## src/rtl/collatz_pkg.sv

```systemverilog
// rtl/collatz_pkg.sv - shared widths and FSM state type for the Collatz stopping-time engine
package collatz_pkg;
  localparam int N_W    = 4;
  localparam int WORK_W = 8;
  localparam int OUT_W  = 4;

  localparam logic [OUT_W-1:0] CNT_MAX = '1;

  typedef enum logic [1:0] {
    IDLE   = 2'd0,
    RUN    = 2'd1,
    FINISH = 2'd2
  } state_e;
endpackage

```

## src/rtl/collatz_if.sv

```systemverilog
// rtl/collatz_if.sv - pin-level bundle: start value in, stopping time and done pulse out
interface collatz_if;
  import collatz_pkg::*;

  logic [N_W-1:0]   n;
  logic [OUT_W-1:0] out;
  logic             done;

  modport master (output n, input out, input done);
  modport slave  (input n, output out, output done);
endinterface

```

## src/rtl/collatz_next.sv

```systemverilog
// rtl/collatz_next.sv - one combinational Collatz step: halve if even, 3x+1 if odd
module collatz_next
  import collatz_pkg::*;
(
  input  logic [WORK_W-1:0] x,
  output logic [WORK_W-1:0] x_next
);
  logic [WORK_W-1:0] triple_plus_one;

  // Wraps in WORK_W bits; the iterate never exceeds 160 for a 4-bit start.
  assign triple_plus_one = (x << 1) + x + WORK_W'(1);

  always_comb begin
    x_next = triple_plus_one;
    if (!x[0]) begin
      x_next = x >> 1;
    end
  end
endmodule

```

## src/rtl/collatz_seq.sv

```systemverilog
// rtl/collatz_seq.sv - sequential Collatz stopping-time engine, one step per clock, saturating count
module collatz_seq
  import collatz_pkg::*;
(
  input  logic     clk,
  input  logic     rst,
  collatz_if.slave bus
);
  state_e            state_q, state_d;
  logic [WORK_W-1:0] x_q, x_d;
  logic [OUT_W-1:0]  cnt_q, cnt_d;
  logic [OUT_W-1:0]  out_q, out_d;
  logic              done_q, done_d;
  logic [WORK_W-1:0] x_step;

  collatz_next u_next (
    .x      (x_q),
    .x_next (x_step)
  );

  always_comb begin
    state_d = state_q;
    x_d     = x_q;
    cnt_d   = cnt_q;
    out_d   = out_q;
    done_d  = 1'b0;
    case (state_q)
      IDLE: begin
        x_d     = WORK_W'(bus.n);
        cnt_d   = '0;
        state_d = RUN;
      end
      RUN: begin
        // x==0 is treated as already terminated so n=0 cannot loop forever.
        if (x_q <= WORK_W'(1)) begin
          state_d = FINISH;
        end else begin
          x_d   = x_step;
          cnt_d = (cnt_q == CNT_MAX) ? cnt_q : cnt_q + OUT_W'(1);
        end
      end
      FINISH: begin
        out_d   = cnt_q;
        done_d  = 1'b1;
        state_d = IDLE;
      end
      default: state_d = IDLE;
    endcase
  end

  always_ff @(posedge clk) begin
    if (rst) begin
      state_q <= IDLE;
      x_q     <= '0;
      cnt_q   <= '0;
      out_q   <= '0;
      done_q  <= 1'b0;
    end else begin
      state_q <= state_d;
      x_q     <= x_d;
      cnt_q   <= cnt_d;
      out_q   <= out_d;
      done_q  <= done_d;
    end
  end

  assign bus.out  = out_q;
  assign bus.done = done_q;
endmodule

```

## src/flat_wrapper.sv

```systemverilog
// flat-port wrapper written by rule: the top's interface ports become plain ports
module collatz_seq_flat import collatz_pkg::*;
  (clk, rst, bus_n, bus_out, bus_done);
  collatz_if bus_i ();
  input  logic clk;
  input  logic rst;
  input wire logic [$bits(bus_i.n)-1:0] bus_n;
  output wire logic [$bits(bus_i.out)-1:0] bus_out;
  output wire logic [$bits(bus_i.done)-1:0] bus_done;
  assign bus_i.n = bus_n;
  assign bus_out = bus_i.out;
  assign bus_done = bus_i.done;
  collatz_seq u_core (.clk(clk), .rst(rst), .bus(bus_i));
endmodule
```

## config.mk

```make
export PLATFORM = sky130hd
export DESIGN_NAME = collatz_seq_flat
export DESIGN_NICKNAME = d
export VERILOG_FILES = /design/src/rtl/collatz_pkg.sv /design/src/rtl/collatz_if.sv /design/src/rtl/collatz_next.sv /design/src/rtl/collatz_seq.sv /design/src/flat_wrapper.sv
export SDC_FILE = /design/constraint.sdc
export NUM_CORES = 1
export LEC_CHECK = 0
export CAP_MARGIN = 20
export CELL_PAD_IN_SITES_DETAIL_PLACEMENT = 0
export CELL_PAD_IN_SITES_GLOBAL_PLACEMENT = 1
export CORE_ASPECT_RATIO = 1.4
export CORE_MARGIN = 4
export CORE_UTILIZATION = 35
export CTS_CLUSTER_SIZE = 16
export DETAILED_ROUTE_END_ITERATION = 8
export GPL_TIMING_DRIVEN = 0
export MAX_ROUTING_LAYER = met4
export PLACE_DENSITY_LB_ADDON = 0.1
export SLEW_MARGIN = 10
export SYNTH_ARGS = -nofsm -noshare
export SYNTH_HDL_FRONTEND = slang
export SYNTH_SLANG_ARGS = --single-unit
```

## constraint.sdc

```tcl
create_clock -name clk -period 2.1 [get_ports clk]
set_clock_uncertainty 0.05 [all_clocks]
set_input_delay 0.21 -clock clk [delete_from_list [all_inputs] [get_ports clk]]
set_output_delay 0.21 -clock clk [all_outputs]
set_load 0.02 [all_outputs]
```

## After elaboration in Yosys (flattened, before gate mapping)

Cells that the tools add are included.

| word-level totals | value |
|---|---|
| input port bits | 6 |
| flip-flop bits (word level) | 19 |
| output and inout port bits | 5 |
| word-level logic and storage cells | 28 |

| operators by class | value |
|---|---|
| equal/unequal tests | 6 |
| order comparisons | 1 |
| muxes and demuxes | 9 |
| reduce and logical (&&, ||, !) cells | 4 |
| $add $sub $neg | 3 |

Operators with widths:

| cell | count |
|---|---|
| $mux W8 | 2 |
| $pmux W8 S2 | 1 |
| $add A8 B1 Y8 const B | 1 |
| $add A8 B8 Y8 | 1 |
| $le A8 B1 Y1 const B | 1 |
| $mux W4 | 2 |
| $pmux W4 S2 | 1 |
| $add A4 B1 Y4 const B | 1 |
| $eq A4 B4 Y1 const B | 1 |
| $ne A2 B2 Y1 const B | 2 |
| $pmux W2 S2 | 1 |
| $reduce_and A3 Y1 | 1 |
| $eq A2 B1 Y1 const B | 1 |
| $eq A2 B2 Y1 const B | 1 |
| $logic_not A2 Y1 | 1 |
| $mux W2 | 1 |
| $ne A2 B1 Y1 const B | 1 |
| $reduce_and A2 Y1 | 1 |
| $reduce_bool A2 Y1 | 1 |
| $mux W1 | 1 |

## Longest topological paths before layout

| logic depth | value |
|---|---|
| depth after elaboration | 5 |
| mapped depth | 7 |

## Cells and area by module

A second synthesis with hierarchy kept.

| second synthesis, totals | value |
|---|---|
| cell total of the unflattened synthesis | 135 |
| area total of the unflattened synthesis | 1,193.6 µm² |

By module, submodules not included:

| module | instances | area an instance (µm²) | cells an instance |
|---|---|---|---|
| collatz_seq | 1 | 827.0 | 88 |
| collatz_next | 1 | 366.6 | 47 |

## Least setup slack after synthesis

Ideal clock, no wire load.

| path | value |
|---|---|
| path kind | register to register |
| start point | register u_core.x_q[0] |
| end point | register u_core.cnt_q[1] |
| data required time | 1,928 ps |
| path slack | -95 ps |
| period minus slack after synthesis | 2,195 ps |
| stages on the path, launching flop included | 8 |
| arrival time | 2,023 ps |
| buffers on the path | 1 |
| library setup time | 122 ps |
| cell sequence | dfxtp_1 clkbuf_1 inv_1 ha_1 a22o_4 a211o_1 and4_1 a311o_1 |

| between the ends | value |
|---|---|
| word-level cells in the longest chain between the ends | 3 |

Ends and longest elaborated chain:

| item | RTL line | source |
|---|---|---|
| from (decl) | collatz_seq.sv:10 | `logic [WORK_W-1:0] x_q, x_d;` |
| from (signal assigned) | collatz_seq.sv:54 | `x_q <= '0;` |
| from (signal assigned) | collatz_seq.sv:60 | `x_q <= x_d;` |
| $le A8 B1 Y1 | collatz_seq.sv:35 | `if (x_q <= WORK_W'(1)) begin` |
| $ne A2 B2 Y1 (no source line) | -- |  |
| $reduce_and A3 Y1 (no source line) | -- |  |
| to (signal assigned) | collatz_seq.sv:61 | `cnt_q <= cnt_d;` |
| to (decl) | collatz_seq.sv:11 | `logic [OUT_W-1:0] cnt_q, cnt_d;` |

Every way passes these cells.
A chain may end at the register's enable or synchronous reset.

## Worst setup path after layout

| path | value |
|---|---|
| start point | register u_core.x_q[0] |
| end point | register u_core.cnt_q[2] |

The elaborated chain is that of the path after synthesis.

==> impl_metrics.sql <==
INSERT INTO impl_metrics (metric_group, metric, value, unit) VALUES
('run_status', 'status', 'finished clean', ''),
('floorplanning', 'pin_count', '11', ''),
('detailed_routing', 'ant_nets', '0', ''),
('setup_path', 'worst_ep_required_time', '2.23', 'ns'),
('sta', 'fin_crit', '2.02', 'ns'),
('power_and_ir_drop', 'p_per_area', '1350', 'nW/µm²'),
('clock_network', 'number_of_hold_repair_buffers_added_at_the_cts_stage', '0', ''),
('worst_hold_path', 'timing.hold.worst.class', 'in -> reg', ''),
('global_routing', 'grt_pass1_wl', '5620', 'µm'),
('floorplanning', 'fp.dieW', '60.0', 'µm'),
('setup_path', 'rr_worst_depth', '7', ''),
('setup_path', 'cp_slowest_stage_delay', '0.49', 'ns'),
('detailed_routing', 'postRouteWirelength', '3300', 'µm'),
('setup_path', 'critical_path.cell_chain', 'buf_8 > inv_2 > ha_1 > a22o_4 > a2111o_1 > a21boi_2 > mux2i_1', ''),
('flow_run', 'timing.max_cap.violations', '0', ''),
('synth', 'synth_async_sr_flop_share', '0', ''),
('global_routing', 'grt_start_max_net_pins', '11', ''),
('placed_design', 'cell_area_after_placement', '1470', 'µm²'),
('clock_network', 'cts-htree-levels', '1', ''),
('setup_path', 'start_kind', 'register', ''),
('clock_network', 'cts_tree', 'yes', ''),
('sta', 'worstMarginPinSlew', '0.516', 'ns'),
('global_routing', 'grt.total_usage', '0.160', ''),
('sta', 'hold_viol_final', '0', ''),
('setup_path', 'critical_path.slowest_cell', 'a2111o_1', ''),
('clock_network', 'cts-root-to-sink-buffers', '2', ''),
('setup_path', 'timing.critical_path.fanout_max', '10', ''),
('synth', 'ys_top_cells_by_area', 'dfxtp_1 (29%), ha_1 (13%), mux2i_1 (6.0%), a21oi_1 (5.3%), nor2_1 (4.5%)', ''),
('layout', 'drive_gt1_frac', '0.129', ''),
('floorplanning', 'die-area', '4850', 'µm²'),
('sta', 'fin_crit_sh', '0.960', ''),
('clock_network', 'number_of_buffers_created_by_cts', '3', ''),
('clock_network', 'path_clk_slew', '0.07', 'ns'),
('setup_path', 'timing.critical_path.arrival', '2.15', 'ns'),
('floorplanning', 'design.core.area', '3640', 'µm²'),
('global_routing', 'antenna_found_initial', '0', ''),
('placed_design', 'port_buffers', '9', ''),
('floorplanning', 'row_count', '26', ''),
('setup_path', 'category_of_the_critical_setup_timing_path', 'reg -> reg', ''),
('synth', 'avgSynthCellArea', '8.50', 'µm²'),
('placed_design', 'placed_wire_length_estimate_after_detailed_placement', '2590', 'µm'),
('layout', 'area.growth.synth_to_final', '17.1', '%'),
('detailed_routing', 'detail_route.drc_violations', '0', ''),
('synth', 'yosys.area_share.xor_xnor', '0.0132', ''),
('synth', 'synth.cells.most_frequent', 'dfxtp_1 (19), nor2_1 (16), a21oi_1 (14), ha_1 (14), inv_1 (11)', ''),
('synth', 'dominantRegCellSynth', 'dfxtp_1', ''),
('setup_path', 'crit_start', 'u_core.x_q[0]$_SDFFE_PP0P_', ''),
('layout', 'nets', '192', ''),
('detailed_routing', 'detailedRoute.firstPassIterationCount', '4', ''),
('synth', 'synth.yosys.warnings', '0', ''),
('synth', 'synth_compound_area_frac', '0.257', ''),
('global_routing', 'vias_in_the_first_global_route', '1151', ''),
('clock_network', 'clock_latency', '0.26', 'ns'),
('layout', 'design_area', '1550', 'µm²'),
('sta', 'finalSetupViolCount', '0', ''),
('placed_design', 'place.gp.congestion', '0.779', ''),
('detailed_routing', 'dr_total_vias', '1174', ''),
('sta', 'peak_freq', '496', 'MHz'),
('power_and_ir_drop', 'power.leakage', '0.647', 'nW'),
('detailed_routing', 'detail_route.wl_per_cell', '15.6', 'µm'),
('floorplanning', 'initial_utilization', '0.364', ''),
('synth', 'share_of_the_synthesized_area_in_the_top_cell_type', '0.287', ''),
('clock_network', 'clk_root_buffer_cell', 'clkbuf_8', ''),
('synth', 'post_synth_num_cell_types', '44', ''),
('synth', 'syn_inst', '156', ''),
('synth', 'synth.most_common_cell', 'dfxtp_1', ''),
('synth', 'synth_edf_count', '0', ''),
('layout', 'post-route-util', '0.426', ''),
('detailed_routing', 'dr.first_iter.drc_count', '40', ''),
('sta', 'pins_over_their_slew_limit', '0', ''),
('synth', 'synth.net_count', '177', '');
==> per-stage QoR <==
step | setup slack, ns | TNS [ns] | cells | hold WS, ns
6_report | 0.0832 | 0 | 212 | 0.385
5_1_grt | 0.00220 | 0 | 212 | 0.405
4_1_cts | 0.0327 | 0 | 212 | 0.375
3_5_place_dp | -0.318 | -1.46 | 207 | 0.409
3_3_place_gp | -0.298 | -1.53 | 207 | 0.404
2_1_floorplan | 0.0296 | 0 | 156 | 0.354
==> routing by layer <==
layer  vias to the layer above  GRT usage  part of all wire
met3                         5     0.0207             0.022
met4                         0     0.0643             0.017
met1                       549      0.174              0.43
met2                        20      0.285              0.53
met5                         -          -                 0
li1                        600          -                 -
==> registers in the layout, indices dropped and copies added, names as in the netlist, named ones only <==
signal and flops:
u_core.bus.done 1, u_core.x_q 7, u_core.cnt_q 4, u_core.state_q 2, u_core.bus.out 4
==> power by group <==
| part | total [W] | leakage (nW) | switching (W) | internal, W |
|---|---|---|---|---|
| clock | 0.000261 | 0.0228 | 0.000126 | 0.000135 |
| sequential | 0.000559 | 0.157 | 0.000107 | 0.000452 |
| combinational | 0.00127 | 0.467 | 0.000735 | 0.000535 |
==> layout by cell type, fill, tap and decap left out, types with 2 or more instances in the layout <==
master,netlist,routed
nor2_1,16,16
dfxtp_1,19,15
a21oi_1,14,13
ha_1,14,13
inv_1,11,10
clkdlybuf4s50_1,0,9
mux2i_1,8,8
o21ai_0,6,6
nand3_1,6,6
a211oi_1,6,6
nand2_1,6,6
clkbuf_1,4,4
nor3_1,4,4
a22oi_1,3,3
or3_1,3,3
a21o_1,3,3
clkbuf_8,0,3
buf_2,2,2
nand2b_1,2,2
xnor2_1,2,2
o211ai_1,2,2
a21boi_2,1,2
dfxtp_2,0,2
dfxtp_4,0,2
==> layout make-up <==
| cell class | instances | area [µm²] |
|---|---|---|
| inverters | 11 | 41.3 |
| multi-input cells | 120 | 890 |
| clock buffers | 4 | 45.0 |
| flip-flops and latches | 19 | 390 |
| fillers | 390 | 2090 |
| repair buffers | 10 | 97.6 |
| well taps | 42 | 52.6 |
| plain buffers | 6 | 36.3 |
==> what timing repair did <==
action	in CTS	in global routing
pin swaps	2	2
setup buffers	1	0
setup endpoints to repair	10	5
resized for setup	6	7
==> kinds of logic after synthesis <==
| group | count (synthesis) |
|---|---|
| compound gates | 48 |
| simple gates | 47 |
| flops | 19 |
| buf+inv | 17 |
| fa+ha+maj | 15 |
| mux | 8 |
| xor+xnor | 2 |
==> how the worst min path moves through the flow <==
stage	from	endpoint	slack, ns	cells after the start
2_1_floorplan	bus_n[3]	u_core.x_q[3]$_SDFFE_PP0P_	0.35	2
6_report	rst	u_core.state_q[1]$_SDFFE_PP0P_	0.39	2
4_1_cts	rst	u_core.state_q[1]$_SDFFE_PP0P_	0.38	2
5_1_grt	rst	u_core.state_q[1]$_SDFFE_PP0P_	0.40	2
3_3_place_gp	u_core.x_q[7]$_SDFFE_PP0P_	u_core.x_q[7]$_SDFFE_PP0P_	0.40	1
3_5_place_dp	u_core.x_q[7]$_SDFFE_PP0P_	u_core.x_q[7]$_SDFFE_PP0P_	0.41	1
Power figures use the tool's default switching activity.
